--- config.mk ---
export PLATFORM = sky130hd
export DESIGN_NAME = rggen_axi4lite_adapter_flat
export DESIGN_NICKNAME = d
export VERILOG_FILES = /design/src/rtl/rggen_axi4lite_adapter_if.sv /design/src/rtl/rggen_axi4lite_adapter.sv /design/src/flat_wrapper.sv
export SDC_FILE = /design/constraint.sdc
export NUM_CORES = 1
export LEC_CHECK = 0
export CORE_AREA = 10 10 100 137
export CTS_CLUSTER_DIAMETER = 60
export CTS_CLUSTER_SIZE = 20
export DETAILED_ROUTE_END_ITERATION = 7
export DIE_AREA = 0 0 110 147
export PLACE_DENSITY = 0.75
export SLEW_MARGIN = 5
export SYNTH_ARGS = -nofsm -noshare
export SYNTH_HDL_FRONTEND = slang
export SYNTH_SLANG_ARGS = --single-unit
--- constraint.sdc ---
create_clock -name i_clk -period 1.9 [get_ports i_clk]
set_input_delay 0.38 -clock i_clk [delete_from_list [all_inputs] [get_ports i_clk]]
set_output_delay 0.38 -clock i_clk [all_outputs]
set_load 0.02 [all_outputs]
--- src/rtl/rggen_axi4lite_adapter_if.sv ---
// Shared RgGen access encoding plus the AXI4-Lite and register-bus interfaces
// used by the AXI4-Lite adapter.
package rggen_rtl_pkg;
    typedef enum logic [1:0] {
        RGGEN_POSTED_WRITE = 2'b01,
        RGGEN_READ         = 2'b10,
        RGGEN_WRITE        = 2'b11
    } rggen_access;
endpackage

interface rggen_axi4lite_if #(
    parameter int ADDRESS_WIDTH = 16,
    parameter int BUS_WIDTH     = 32
);
    logic                     awvalid;
    logic                     awready;
    logic [ADDRESS_WIDTH-1:0] awaddr;
    logic [2:0]               awprot;
    logic                     wvalid;
    logic                     wready;
    logic [BUS_WIDTH-1:0]     wdata;
    logic [BUS_WIDTH/8-1:0]   wstrb;
    logic                     bvalid;
    logic                     bready;
    logic [1:0]               bresp;
    logic                     arvalid;
    logic                     arready;
    logic [ADDRESS_WIDTH-1:0] araddr;
    logic [2:0]               arprot;
    logic                     rvalid;
    logic                     rready;
    logic [BUS_WIDTH-1:0]     rdata;
    logic [1:0]               rresp;

    modport master (
        output awvalid, awaddr, awprot, wvalid, wdata, wstrb, bready,
               arvalid, araddr, arprot, rready,
        input  awready, wready, bvalid, bresp, arready, rvalid, rdata, rresp
    );
    modport slave (
        input  awvalid, awaddr, awprot, wvalid, wdata, wstrb, bready,
               arvalid, araddr, arprot, rready,
        output awready, wready, bvalid, bresp, arready, rvalid, rdata, rresp
    );
endinterface

interface rggen_bus_if #(
    parameter int ADDRESS_WIDTH = 16,
    parameter int BUS_WIDTH     = 32
);
    import rggen_rtl_pkg::*;
    logic                     valid;
    rggen_access              access;
    logic [ADDRESS_WIDTH-1:0] address;
    logic [BUS_WIDTH-1:0]     write_data;
    logic [BUS_WIDTH/8-1:0]   strobe;
    logic                     ready;
    logic [1:0]               status;
    logic [BUS_WIDTH-1:0]     read_data;

    modport master (
        output valid, access, address, write_data, strobe,
        input  ready, status, read_data
    );
    modport slave (
        input  valid, access, address, write_data, strobe,
        output ready, status, read_data
    );
endinterface

--- src/rtl/rggen_axi4lite_adapter.sv ---
// AXI4-Lite slave front-end: serialises one write or read at a time onto the
// RgGen register bus and holds the bus response until the master takes it.
module rggen_axi4lite_adapter
    import rggen_rtl_pkg::*;
#(
    parameter int ADDRESS_WIDTH = 16,
    parameter int BUS_WIDTH     = 32
) (
    input  logic            i_clk,
    input  logic            i_rst_n,
    rggen_axi4lite_if.slave axi4lite_if,
    rggen_bus_if.master     bus_if,
    output logic [1:0]      o_state
);
    localparam int LSB = $clog2(BUS_WIDTH / 8);
    localparam logic [ADDRESS_WIDTH-1:0] ADDR_MASK = {ADDRESS_WIDTH{1'b1}} << LSB;

    typedef enum logic [1:0] {
        IDLE       = 2'd0,
        BUS_ACCESS = 2'd1,
        RESPONSE   = 2'd2
    } state_e;

    state_e                   r_state;
    logic                     r_last_write;
    logic                     r_valid;
    rggen_access              r_access;
    logic [ADDRESS_WIDTH-1:0] r_address;
    logic [BUS_WIDTH-1:0]     r_wdata;
    logic [BUS_WIDTH/8-1:0]   r_strobe;
    logic                     r_bvalid;
    logic                     r_rvalid;
    logic [1:0]               r_bresp;
    logic [1:0]               r_rresp;
    logic [BUS_WIDTH-1:0]     r_rdata;

    logic w_write_pending;
    logic w_read_pending;
    logic w_write_win;
    logic w_read_win;

    // On a conflict the type not served last wins; r_last_write starts as read.
    assign w_write_pending = axi4lite_if.awvalid && axi4lite_if.wvalid;
    assign w_read_pending  = axi4lite_if.arvalid;
    assign w_write_win = i_rst_n && (r_state == IDLE) && w_write_pending &&
                         (!w_read_pending || !r_last_write);
    assign w_read_win  = i_rst_n && (r_state == IDLE) && w_read_pending &&
                         (!w_write_pending || r_last_write);

    assign axi4lite_if.awready = w_write_win;
    assign axi4lite_if.wready  = w_write_win;
    assign axi4lite_if.arready = w_read_win;
    assign axi4lite_if.bvalid  = r_bvalid;
    assign axi4lite_if.bresp   = r_bresp;
    assign axi4lite_if.rvalid  = r_rvalid;
    assign axi4lite_if.rresp   = r_rresp;
    assign axi4lite_if.rdata   = r_rdata;

    assign bus_if.valid      = r_valid;
    assign bus_if.access     = r_access;
    assign bus_if.address    = r_address;
    assign bus_if.write_data = r_wdata;
    assign bus_if.strobe     = r_strobe;

    assign o_state = r_state;

    always_ff @(posedge i_clk or negedge i_rst_n) begin
        if (!i_rst_n) begin
            r_state      <= IDLE;
            r_last_write <= 1'b0;
            r_valid      <= 1'b0;
            r_access     <= RGGEN_READ;
            r_address    <= '0;
            r_wdata      <= '0;
            r_strobe     <= '0;
            r_bvalid     <= 1'b0;
            r_rvalid     <= 1'b0;
            r_bresp      <= 2'b00;
            r_rresp      <= 2'b00;
            r_rdata      <= '0;
        end else begin
            case (r_state)
                IDLE: begin
                    if (w_write_win) begin
                        r_access  <= RGGEN_WRITE;
                        r_address <= axi4lite_if.awaddr & ADDR_MASK;
                        r_wdata   <= axi4lite_if.wdata;
                        r_strobe  <= axi4lite_if.wstrb;
                        r_valid   <= 1'b1;
                        r_state   <= BUS_ACCESS;
                    end else if (w_read_win) begin
                        r_access  <= RGGEN_READ;
                        r_address <= axi4lite_if.araddr & ADDR_MASK;
                        r_wdata   <= '0;
                        r_strobe  <= '0;
                        r_valid   <= 1'b1;
                        r_state   <= BUS_ACCESS;
                    end
                end
                BUS_ACCESS: begin
                    if (bus_if.ready) begin
                        r_valid      <= 1'b0;
                        r_last_write <= (r_access == RGGEN_WRITE);
                        if (r_access == RGGEN_WRITE) begin
                            r_bresp  <= bus_if.status;
                            r_bvalid <= 1'b1;
                        end else begin
                            r_rresp  <= bus_if.status;
                            r_rdata  <= bus_if.read_data;
                            r_rvalid <= 1'b1;
                        end
                        r_state <= RESPONSE;
                    end
                end
                RESPONSE: begin
                    if ((r_bvalid && axi4lite_if.bready) || (r_rvalid && axi4lite_if.rready)) begin
                        r_bvalid <= 1'b0;
                        r_rvalid <= 1'b0;
                        r_state  <= IDLE;
                    end
                end
                default: r_state <= IDLE;
            endcase
        end
    end
endmodule

--- src/flat_wrapper.sv ---
// flat-port wrapper written by rule: the top's interface ports become plain ports
module rggen_axi4lite_adapter_flat import rggen_rtl_pkg::*;
#(
    parameter int ADDRESS_WIDTH = 16,
    parameter int BUS_WIDTH     = 32
)
  (i_clk, i_rst_n, o_state, axi4lite_if_awvalid, axi4lite_if_awaddr, axi4lite_if_awprot, axi4lite_if_wvalid, axi4lite_if_wdata, axi4lite_if_wstrb, axi4lite_if_bready, axi4lite_if_arvalid, axi4lite_if_araddr, axi4lite_if_arprot, axi4lite_if_rready, axi4lite_if_awready, axi4lite_if_wready, axi4lite_if_bvalid, axi4lite_if_bresp, axi4lite_if_arready, axi4lite_if_rvalid, axi4lite_if_rdata, axi4lite_if_rresp, bus_if_valid, bus_if_access, bus_if_address, bus_if_write_data, bus_if_strobe, bus_if_ready, bus_if_status, bus_if_read_data);
  rggen_axi4lite_if #(.ADDRESS_WIDTH(ADDRESS_WIDTH), .BUS_WIDTH(BUS_WIDTH)) axi4lite_if_i ();
  rggen_bus_if #(.ADDRESS_WIDTH(ADDRESS_WIDTH), .BUS_WIDTH(BUS_WIDTH)) bus_if_i ();
  input  logic i_clk;
  input  logic i_rst_n;
  output logic [1:0] o_state;
  input wire logic [$bits(axi4lite_if_i.awvalid)-1:0] axi4lite_if_awvalid;
  input wire logic [$bits(axi4lite_if_i.awaddr)-1:0] axi4lite_if_awaddr;
  input wire logic [$bits(axi4lite_if_i.awprot)-1:0] axi4lite_if_awprot;
  input wire logic [$bits(axi4lite_if_i.wvalid)-1:0] axi4lite_if_wvalid;
  input wire logic [$bits(axi4lite_if_i.wdata)-1:0] axi4lite_if_wdata;
  input wire logic [$bits(axi4lite_if_i.wstrb)-1:0] axi4lite_if_wstrb;
  input wire logic [$bits(axi4lite_if_i.bready)-1:0] axi4lite_if_bready;
  input wire logic [$bits(axi4lite_if_i.arvalid)-1:0] axi4lite_if_arvalid;
  input wire logic [$bits(axi4lite_if_i.araddr)-1:0] axi4lite_if_araddr;
  input wire logic [$bits(axi4lite_if_i.arprot)-1:0] axi4lite_if_arprot;
  input wire logic [$bits(axi4lite_if_i.rready)-1:0] axi4lite_if_rready;
  output wire logic [$bits(axi4lite_if_i.awready)-1:0] axi4lite_if_awready;
  output wire logic [$bits(axi4lite_if_i.wready)-1:0] axi4lite_if_wready;
  output wire logic [$bits(axi4lite_if_i.bvalid)-1:0] axi4lite_if_bvalid;
  output wire logic [$bits(axi4lite_if_i.bresp)-1:0] axi4lite_if_bresp;
  output wire logic [$bits(axi4lite_if_i.arready)-1:0] axi4lite_if_arready;
  output wire logic [$bits(axi4lite_if_i.rvalid)-1:0] axi4lite_if_rvalid;
  output wire logic [$bits(axi4lite_if_i.rdata)-1:0] axi4lite_if_rdata;
  output wire logic [$bits(axi4lite_if_i.rresp)-1:0] axi4lite_if_rresp;
  output wire logic [$bits(bus_if_i.valid)-1:0] bus_if_valid;
  output wire logic [$bits(bus_if_i.access)-1:0] bus_if_access;
  output wire logic [$bits(bus_if_i.address)-1:0] bus_if_address;
  output wire logic [$bits(bus_if_i.write_data)-1:0] bus_if_write_data;
  output wire logic [$bits(bus_if_i.strobe)-1:0] bus_if_strobe;
  input wire logic [$bits(bus_if_i.ready)-1:0] bus_if_ready;
  input wire logic [$bits(bus_if_i.status)-1:0] bus_if_status;
  input wire logic [$bits(bus_if_i.read_data)-1:0] bus_if_read_data;
  assign axi4lite_if_i.awvalid = axi4lite_if_awvalid;
  assign axi4lite_if_i.awaddr = axi4lite_if_awaddr;
  assign axi4lite_if_i.awprot = axi4lite_if_awprot;
  assign axi4lite_if_i.wvalid = axi4lite_if_wvalid;
  assign axi4lite_if_i.wdata = axi4lite_if_wdata;
  assign axi4lite_if_i.wstrb = axi4lite_if_wstrb;
  assign axi4lite_if_i.bready = axi4lite_if_bready;
  assign axi4lite_if_i.arvalid = axi4lite_if_arvalid;
  assign axi4lite_if_i.araddr = axi4lite_if_araddr;
  assign axi4lite_if_i.arprot = axi4lite_if_arprot;
  assign axi4lite_if_i.rready = axi4lite_if_rready;
  assign axi4lite_if_awready = axi4lite_if_i.awready;
  assign axi4lite_if_wready = axi4lite_if_i.wready;
  assign axi4lite_if_bvalid = axi4lite_if_i.bvalid;
  assign axi4lite_if_bresp = axi4lite_if_i.bresp;
  assign axi4lite_if_arready = axi4lite_if_i.arready;
  assign axi4lite_if_rvalid = axi4lite_if_i.rvalid;
  assign axi4lite_if_rdata = axi4lite_if_i.rdata;
  assign axi4lite_if_rresp = axi4lite_if_i.rresp;
  assign bus_if_valid = bus_if_i.valid;
  assign bus_if_access = bus_if_i.access;
  assign bus_if_address = bus_if_i.address;
  assign bus_if_write_data = bus_if_i.write_data;
  assign bus_if_strobe = bus_if_i.strobe;
  assign bus_if_i.ready = bus_if_ready;
  assign bus_if_i.status = bus_if_status;
  assign bus_if_i.read_data = bus_if_read_data;
  rggen_axi4lite_adapter #(.ADDRESS_WIDTH(ADDRESS_WIDTH), .BUS_WIDTH(BUS_WIDTH)) u_core (.i_clk(i_clk), .i_rst_n(i_rst_n), .axi4lite_if(axi4lite_if_i), .bus_if(bus_if_i), .o_state(o_state));
endmodule
# Yosys cells after proc, flatten, opt, wreduce, memory -nomap -nowiden
# Cells that the tools add are included.
# op_classes
eq_ne	8
mux	24
n_bitwise	1
n_reduce_logical	26
# ops
operator	n
two-way mux 32 bit	2
two-way mux 16 bit	2
two-way mux 2 bit	6
AND reduction 3 bit	4
logical AND 1 bit	8
two-way mux 1 bit	8
two-way mux 4 bit	2
AND reduction 4 bit	2
one-hot mux 1 bit (2 select lines)	3
one-hot mux 2 bit (3 select lines)	1
nonzero test 2 bit	3
== test 2 bit (second input constant)	2
!= test 2 x 1 -> 1 bit (second input constant)	2
!= test 2 bit (second input constant)	2
AND reduction 2 bit	2
logical NOT 1 bit	3
logical OR 1 bit	3
!= test 3 bit (second input constant)	1
== test 2 x 1 -> 1 bit (second input constant)	1
logical NOT 2 bit	1
inverter 1 bit	1
# totals
ff_bits	96
wordCells	71

# Longest topological paths before layout
# Gate-level depths: netlist (run 1).
# depth
word_depth	7
ltp_mapped	5
ltp_nobuf	3

# Worst setup path before layout (run 1)
# No wires, ideal clock.
# synth_path
path_kind	flip-flop to output port
startpoint	reg u_core.r_state[0], in the netlist u_core.o_state[0]
endpoint	out axi4lite_if_wready
t_arrival_ps	1668
required_time_ps	1520
setup_slack_ps	-148
path_stages_with_launch	5
cell_sequence	dfrtp_1 -> or3b_4 -> nor3_4 -> buf_6 -> buf_4
# synth_via
elab_chain_len	4
# synth_rtl
item	line_no	rtl
start, declared	rggen_axi4lite_adapter.sv:24	state_e r_state;
start signal, assigned	rggen_axi4lite_adapter.sv:69	r_state <= IDLE;
start signal, assigned	rggen_axi4lite_adapter.sv:90	r_state <= BUS_ACCESS;
start signal, assigned	rggen_axi4lite_adapter.sv:97	r_state <= BUS_ACCESS;
logical NOT 2 bit	rggen_axi4lite_adapter.sv:45	assign w_write_win = i_rst_n && (r_state == IDLE) && w_write_pending &&
logical AND 1 bit (3 in a row)	rggen_axi4lite_adapter.sv:45	
end, declared	flat_wrapper.sv:25	output wire logic [$bits(axi4lite_if_i.wready)-1:0] axi4lite_if_wready;
# Every way passes these cells.

# Worst setup path after layout (run 1)
# layout_path
startpoint	reg u_core.r_state[0], in the netlist u_core.o_state[0]
endpoint	out axi4lite_if_arready
# layout_via
elab_chain_len	4
# layout_rtl
item	line_no	rtl
logical NOT 2 bit	rggen_axi4lite_adapter.sv:47	assign w_read_win = i_rst_n && (r_state == IDLE) && w_read_pending &&
logical AND 1 bit (3 in a row)	rggen_axi4lite_adapter.sv:47	
end, declared	flat_wrapper.sv:28	output wire logic [$bits(axi4lite_if_i.arready)-1:0] axi4lite_if_arready;
# Every way passes these cells.

==> results summary, run 1 <==
At the end of the flow the core is filled with cells to 56.7%. The checks that failed: negative setup slack. The number of routed nets with antenna violations came out at 0. The final RePlAce weighted congestion is 0.822. The setup-violating endpoint count in the final report is 3. The share of cells above drive strength 1 came out at 21.0%. The first global-routing pass estimated 18800 um of wire. Max-cap violations in this run came to 0. STA classifies the critical path startpoint as a flip-flop.

Walking the worst path, the cells encountered are or3b_4 > nor3b_2 > buf_4. At the pin with the least slew margin, the transition time is 0.610 ns. The initial standard-cell utilization of the core is 33.3%. The number of hold-slack violations in the final timing report is 0. The via count of the first global-routing pass is 3329. The signal arrival time at the worst endpoint is 1.55 ns. For this design the static power due to leakage is 2.70 nW. The clock slew at the register clock pins of the worst setup and hold paths came out at 0.07 ns. For this run, the leading register cell type out of synthesis is sky130_fd_sc_hd__dfrtp_1.

The total congestion overflow is 0. The area overhead of the layout relative to synthesis came out at 70.5%. The residual DRC count is 0.

The full die area came out at 16200 um2. The clock latency on the worst-skew pair came out at 0.33 ns. STA classifies the critical path endpoint as an output pin.

The setup total negative slack is -0.0718 ns. The worst path in the final design needs a cycle of 1.93 ns, including I/O delays and setup. The count of cell types in the netlist came out at 32. For this block, the initial DRC count from the detailed router was 45. Once detailed placement completed, the half-perimeter wirelength came to 9500 um. The area of combinational cells with multiple inputs came out at 1270 um2.

The area of the core region is 11200 um2. The power per cell area is 1630 nW/um2. The final layout contains routed wiring with a total length of 12100 um. The root buffer cell is sky130_fd_sc_hd__clkbuf_16. The initial antenna violation count came out at 0. For this run, asynchronously set or reset flops after synthesis account for 100%. The total number of nets in the final design came out at 588. The chip height came out at 147 um. The total routing resource utilization after global routing is 14.7%. The filler cell count is 955. The flip-flop and latch count after synthesis came out at 93. The number of antenna diodes came out at 0. The netlist area before placement came out at 3730 um2. The critical-path cell with the highest stage delay is sky130_fd_sc_hd__or3b_4. The critical path class is reg2out.

The pre-antenna-repair detailed-routing pass consisted of 4 iterations. The number of max-slew violations in the final report was 0. The clock arrives with 0.00713 ns of skew. Setup repair after global routing could not meet its margin everywhere. Across all layers, the routed design uses 3023 vias. The worst pin sits at a relative slew slack of 59.4%. Across all register-to-register paths, the minimum setup slack is 0.19 ns. The floorplan has 46 rows. The maximum operating frequency came out at 519 MHz. In the final layout, flip-flops and latches occupy 2330 um2. The sequential cell area fraction in the yosys report came out at 62.3%.

The count of flip-flops with a built-in enable after synthesis is 0. After detailed routing, the average wire length per cell comes to 19.6 um. Summing all non-filler instances in the final layout gives an area of 6370 um2. The number of H-tree branching levels is 3. The number of I/O port buffers came out at 200. The number of top-level pins came out at 214. The worst vdd rail ir drop is 1.22 mV. The total of hold buffers inserted after clock tree synthesis is 0.

In this run the horizontal extent of the chip is 110 um. The data required time of the worst path is 1.52 ns. The post-route clock period utilization came out at 101%. Once placement finished, the instance area stood at 5970 um2. The post-synthesis average cell area came out at 14.4 um2. The maximum count of clock buffers along a single path is 2. For this run, the slowest stage of the critical path takes 0.42 ns. Entering global routing, the biggest net connects 50 pins. The flow ran to the end, but the final reports show violations. The min-delay analysis places its worst path in the category in2async.

The TritonCTS buffer count came out at 9. Synthesis handed over a netlist of 260 instances. The maximum fanout count along the critical path came out at 2. TritonCTS built the clock tree.

The number of sinks driven by the clock tree is 93. Across all setup checks in the final design, the least slack found is -0.0259 ns. The average via count per standard cell is 4.87. During synthesis, Yosys emitted a total of 0 warnings.
## sequential cells by signal, indices dropped and copies added, names as in the netlist
name,flops
u_core.axi4lite_if.rdata,32
u_core.bus_if.write_data,32
u_core.bus_if.address,14
u_core.bus_if.strobe,4
u_core.axi4lite_if.bresp,2
u_core.axi4lite_if.rresp,2
u_core.o_state,2
u_core.axi4lite_if.bvalid,1
u_core.axi4lite_if.rvalid,1
u_core.bus_if.access,1
u_core.bus_if.valid,1
u_core.r_last_write,1
## cells in the final DEF (no fill, tap or decap), types with 3 or more instances in the layout
| cell | netlist | routed |
|---|---|---|
| sky130_fd_sc_hd__dfrtp_1 | 93 | 91 |
| sky130_fd_sc_hd__buf_4 | 7 | 20 |
| sky130_fd_sc_hd__clkbuf_16 | 0 | 9 |
| sky130_fd_sc_hd__bufinv_16 | 0 | 4 |
| sky130_fd_sc_hd__buf_6 | 3 | 4 |
| sky130_fd_sc_hd__o32ai_1 | 14 | 14 |
| sky130_fd_sc_hd__clkdlybuf4s50_1 | 0 | 195 |
| sky130_fd_sc_hd__a22o_1 | 22 | 22 |
| sky130_fd_sc_hd__nand2_1 | 4 | 4 |
| sky130_fd_sc_hd__inv_1 | 3 | 3 |
| sky130_fd_sc_hd__mux2_2 | 36 | 36 |
| sky130_fd_sc_hd__a2bb2oi_1 | 14 | 14 |
| sky130_fd_sc_hd__nand2b_1 | 14 | 14 |
| sky130_fd_sc_hd__a22o_2 | 14 | 14 |
| sky130_fd_sc_hd__conb_1 | 2 | 3 |
## routing by layer
metal,wire [um],vias to the layer above,GRT usage [%]
met4,248,0,5.03
met2,6370,116,24.8
met1,4340,1497,16.0
met3,1180,12,6.35
met5,0,-,0
li1,-,1398,-
## cell usage after synthesis (2+ instances only)
master,count,area share (%)
sky130_fd_sc_hd__dfrtp_1,93,62
sky130_fd_sc_hd__mux2_2,36,11
sky130_fd_sc_hd__a22o_1,22,5.2
sky130_fd_sc_hd__a22o_2,14,3.8
sky130_fd_sc_hd__a2bb2oi_1,14,3.3
sky130_fd_sc_hd__nand2b_1,14,2.3
sky130_fd_sc_hd__o32ai_1,14,3.3
sky130_fd_sc_hd__buf_4,7,1.4
sky130_fd_sc_hd__clkbuf_1,7,0.70
sky130_fd_sc_hd__buf_2,5,0.67
sky130_fd_sc_hd__nand2_1,4,0.40
sky130_fd_sc_hd__buf_6,3,0.90
sky130_fd_sc_hd__inv_1,3,0.30
sky130_fd_sc_hd__a21oi_1,2,0.27
sky130_fd_sc_hd__and2_1,2,0.34
sky130_fd_sc_hd__conb_1,2,0.20
sky130_fd_sc_hd__nand3b_1,2,0.40
sky130_fd_sc_hd__o21ai_0,2,0.27
## metrics by stage
| stage | power, W | instances | worst slack (ns) | hold slack [ns] |
|---|---|---|---|---|
| after global routing | 0.0109 | 621 | -0.0666 | 0.104 |
| after detailed placement | 0.00826 | 603 | -0.479 | 0.480 |
| final | 0.0104 | 621 | -0.0259 | 0.0743 |
| after global placement | 0.00815 | 603 | -0.478 | 0.470 |
| after CTS | 0.0105 | 621 | -0.0460 | 0.166 |
| after floorplan | 0.00567 | 261 | -0.0590 | 0.0844 |
## final timing paths
check | startpoint | end | cells past startpoint
max | u_core.o_state[0]$_DFFE_PN0P_ | axi4lite_if_arready | 3
max reg2reg | u_core.o_state[0]$_DFFE_PN0P_ | u_core.bus_if.strobe[3]$_DFFE_PN0P_ | 5
min reg2reg | u_core.bus_if.valid$_DFFE_PN0P_ | u_core.bus_if.valid$_DFFE_PN0P_ | 2
min in group i_clk | u_core.bus_if.valid$_DFFE_PN0P_ | u_core.bus_if.valid$_DFFE_PN0P_ | 2
min | i_rst_n | u_core.bus_if.address[8]$_DFFE_PN0P_ | 2
max in group asynchronous | i_rst_n | u_core.o_state[0]$_DFFE_PN0P_ | 3
## critical path: cells and delay by family, from the launching register on
| kind | cells | cell delay, ns |
|---|---|---|
| buf+inv | 1 | 0.18 |
| simple gates | 2 | 0.63 |
| flops | 1 | 0.40 |
## cell type report
class	count	area share (%)
Clock buffer	9	3.54
Tap cell	144	2.83
Sequential cell	93	36.6
Inverter	3	0.177
Clock inverter	7	2.28
Timing Repair Buffer	222	34.6
Multi-Input combinational cell	143	20.0
## timing repair
item / CTS / global route
resized for setup: 20 / 2
gates cloned: 0 / 0
pin swaps: 1 / 1
setup buffers: 2 / 0
setup endpoints to repair: 3 / 50
## kinds of logic after synthesis
| kind of cell | synth area share [%] |
|---|---|
| flip-flops | 62.3 |
| AO/OA/AOI/OAI | 17.2 |
| buffers and inverters | 3.99 |
| other | 0.201 |
| AND/OR/NAND/NOR | 5.43 |
| multiplexers | 10.9 |
## power by group
group | switching [W] | total (W) | internal [W]
sequential | 0.000462 | 0.00331 | 0.00285
combinational | 0.00232 | 0.00487 | 0.00255
clock | 0.000759 | 0.00218 | 0.00143
total | 0.00354 | 0.0104 | 0.00683
Power figures use the tool's default switching activity.
==> inputs of run 2 (changes only) <==
Settings changed: CORE_AREA 10 10 100 137 to 10 10 129 107, DIE_AREA 0 0 110 147 to 0 0 139 117.
==> results summary, run 2 (synthesis results as in run 1) <==
The type of element capturing the critical path is an output pin. The clock latency on the worst-skew pair is 0.33 ns (about the same). The via count came out at 3042 (+0.63%). The library cell used most frequently in the layout, excluding fill and tap cells, is sky130_fd_sc_hd__clkdlybuf4s50_1.

The residual DRC count is 0 (unchanged). The initial standard-cell utilization of the core came out at 33.0% (-0.22 points). The number of DRC violations after detailed-routing iteration 0 is 168 (+270%). The TritonCTS buffer count came to 9 (unchanged).

The total internal power is 0.00637 W (-6.6%). The power per cell area came out at 1570 nW/um2 (-3.7%). The setup-violating endpoint count in the final report is 3 (unchanged).

The via count of the first global-routing pass is 3360 (+0.93%). The standby leakage power is 2.69 nW (-0.38%). The initial antenna violation count came out at 0 (unchanged). The share of cells above drive strength 1 came to 21.8% (+0.82 points).

The chip height came out at 117 um (-20%). The TritonCTS clock tree is built. The horizontal die dimension is 139 um (+26%). In the layout the commonest cells are 194 x sky130_fd_sc_hd__clkdlybuf4s50_1, 91 x sky130_fd_sc_hd__dfrtp_1, 36 x sky130_fd_sc_hd__mux2_2, 25 x sky130_fd_sc_hd__buf_4, 22 x sky130_fd_sc_hd__a22o_1. The full die area is 16300 um2 (+0.58%). The fraction of power spent switching nets came to 35.8% (+1.7 points). The worst vdd rail ir drop is 0.786 mV (-36%). The fraction of power consumed by combinational cells is 49.5% (+2.5 points). The total congestion overflow came out at 0 (unchanged). The root buffer cell is sky130_fd_sc_hd__clkbuf_16. The global-route wire length before repair was 18900 um (+0.55%).

The run finished, with violations left. The maximum fanout count along the critical path is 2 (unchanged). The sequential share of power came to 33.6% (+1.7 points). The switching power total came to 0.00355 W (+0.39%).

The average via count per standard cell came out at 4.83 (-0.81%). The largest stage delay on the critical path is 0.42 ns (about the same). The number of routed nets with antenna violations came to 0 (unchanged). The number of hold-slack violations in the final timing report was 0 (unchanged).

The worst setup slack after layout came out at -0.0724 ns (-0.0465 ns). The total routing resource utilization after global routing came out at 14.5% (-0.21 points). The area of the core region is 11300 um2 (+0.67%). The maximum number of pins on one net before global-route repair is 53 (+6.0%). The maximum operating frequency came out at 507 MHz (-2.4%). The total number of nets in the final design is 593 (+0.85%). The clock slew at the register clock pins of the worst setup and hold paths is 0.06 ns (about the same). The checks that failed: negative setup slack. Setup repair after global routing could not meet its margin everywhere. The total power came out at 0.00993 W (-4.2%). Walking the worst path, the cells encountered are or3b_4 > nor3b_2 > buf_4.

The count of buffer and inverter cells on the critical path is 1 (unchanged). The tightest min-delay check is of the in2async type. The number of H-tree branching levels came out at 3 (unchanged).

The post-DP HPWL is 9530 um (+0.32%). The kind of cell with the highest combined delay on the critical path is simple AND/OR/NAND/NOR gates. The signal arrival time at the worst endpoint came to 1.59 ns (+0.04 ns). The final RePlAce weighted congestion came out at 0.814 (-0.91%).

The number of max-slew violations in the final report came out at 0 (unchanged). The shortest period the worst path allows was 1.97 ns (+0.0465 ns). The fraction of power consumed by the clock network came out at 16.9% (-4.2 points). The transition time at the pin with the least slew margin is 0.643 ns (+0.0340 ns). The critical path is of the reg2out type. The total of hold buffers inserted after clock tree synthesis came out at 0 (unchanged). The number of iterations in the first detailed-routing pass came out at 4 (unchanged).

The post-route clock period utilization is 104% (+2.4 points). The overall routed net length is 12300 um (+1.3%). The number of I/O port buffers came to 200 (unchanged). The critical-path cell with the highest stage delay is sky130_fd_sc_hd__or3b_4. The setup total negative slack is -0.179 ns (-0.107 ns). The maximum clock skew at final layout came out at 0.00623 ns (-0.000906 ns). The number of top-level pins came to 214 (unchanged).

The maximum count of clock buffers along a single path came out at 2 (unchanged). The total of max-cap violations came out at 0 (unchanged). The number of antenna diodes came to 0 (unchanged). STA classifies the critical path startpoint as a flip-flop. The number of sinks driven by the clock tree is 93 (unchanged). The worst max-slew margin expressed relative to the limit is 57.1% (-2.3 points). The cell row count was 35 (-24%). The area overhead of the layout relative to synthesis came out at 69.6%. The routed length per placed instance is 19.5 um (-0.14%). The data required time of the worst path came out at 1.52 ns (about the same).
-- run 2: cell types whose count changed in the layout (fill, tap and decap cells not counted), sizes merged --
cell           change
clkinv             +2
dlygate4sd2        +1
clkinvlp           +1
clkbuf             +1
bufinv             -4
clkdlybuf4s50      -1
buf                +5
-- run 2: path summary, 6_finish.rpt --
kind | slack (ns) | end | depth (start not counted) | startpoint
max | -0.07 | axi4lite_if_arready | 3 | u_core.o_state[0]$_DFFE_PN0P_
min in group i_clk | 0.48 | u_core.bus_if.valid$_DFFE_PN0P_ | 2 | u_core.bus_if.valid$_DFFE_PN0P_
min reg2reg | 0.48 | u_core.bus_if.valid$_DFFE_PN0P_ | 2 | u_core.bus_if.valid$_DFFE_PN0P_
max reg2reg | 0.12 | u_core.bus_if.write_data[28]$_DFFE_PN0P_ | 5 | u_core.o_state[0]$_DFFE_PN0P_
min | 0.18 | u_core.bus_if.address[5]$_DFFE_PN0P_ | 2 | i_rst_n
max in group asynchronous | 0.70 | u_core.o_state[0]$_DFFE_PN0P_ | 3 | i_rst_n
-- run 2: stage by stage --
step                      hold WS, ns  utilization [%]  area, um2  worst slack, ns  cells
final                           0.176             56.0       6330          -0.0724    630
after CTS                       0.201             56.0       6320          -0.0930    630
after detailed placement        0.465             53.4       6030           -0.586    613
after global placement          0.465             53.4       6030           -0.564    613
after floorplan                0.0844                -       3740          -0.0590    261
after global routing            0.222             56.0       6330           -0.128    630
-- run 2: worst register-to-register path, cell delays in order (launching register included) --
cell and delay [ns]:
sky130_fd_sc_hd__dfrtp_2 0.40, sky130_fd_sc_hd__or3b_4 0.42, sky130_fd_sc_hd__nor3_4 0.26, sky130_fd_sc_hd__buf_4 0.22, sky130_fd_sc_hd__buf_6 0.24, sky130_fd_sc_hd__a22o_1 0.19
-- run 2: final cells by class --
| cell class | instances | area (um2) |
|---|---|---|
| fill | 949 | 4970 |
| sequential | 93 | 2330 |
| timing repair buffer | 227 | 2240 |
| multi-input combinational | 143 | 1270 |
| clock buffer | 10 | 239 |
| tap | 148 | 185 |
| clock inverter | 6 | 46.3 |
| inverter | 3 | 11.3 |
-- run 2: per-layer routing --
| layer | global-route usage (%) | part of all wire [%] | vias up |
|---|---|---|---|
| li1 | - | - | 1409 |
| met1 | 16.7 | 40 | 1489 |
| met2 | 24.0 | 48 | 132 |
| met3 | 7.22 | 11 | 12 |
| met4 | 3.47 | 1.2 | 0 |
| met5 | 0 | 0 | - |
-- run 2: power groups by stage --
stage / registers [W] / clock network [W] / logic [W]
after floorplan: 0.00440 / 0 / 0.00127
after global placement: 0.00332 / 0 / 0.00492
after detailed placement: 0.00336 / 0 / 0.00498
after CTS: 0.00335 / 0.00174 / 0.00501
after global routing: 0.00344 / 0.00184 / 0.00522
final: 0.00334 / 0.00168 / 0.00491
-- run 2: repair_timing --
action | 4_1_cts | 5_1_grt
pin swaps | 2 | 0
resized for setup | 20 | 2
endpoints found under the setup margin | 3 | 32
setup buffers | 1 | 0
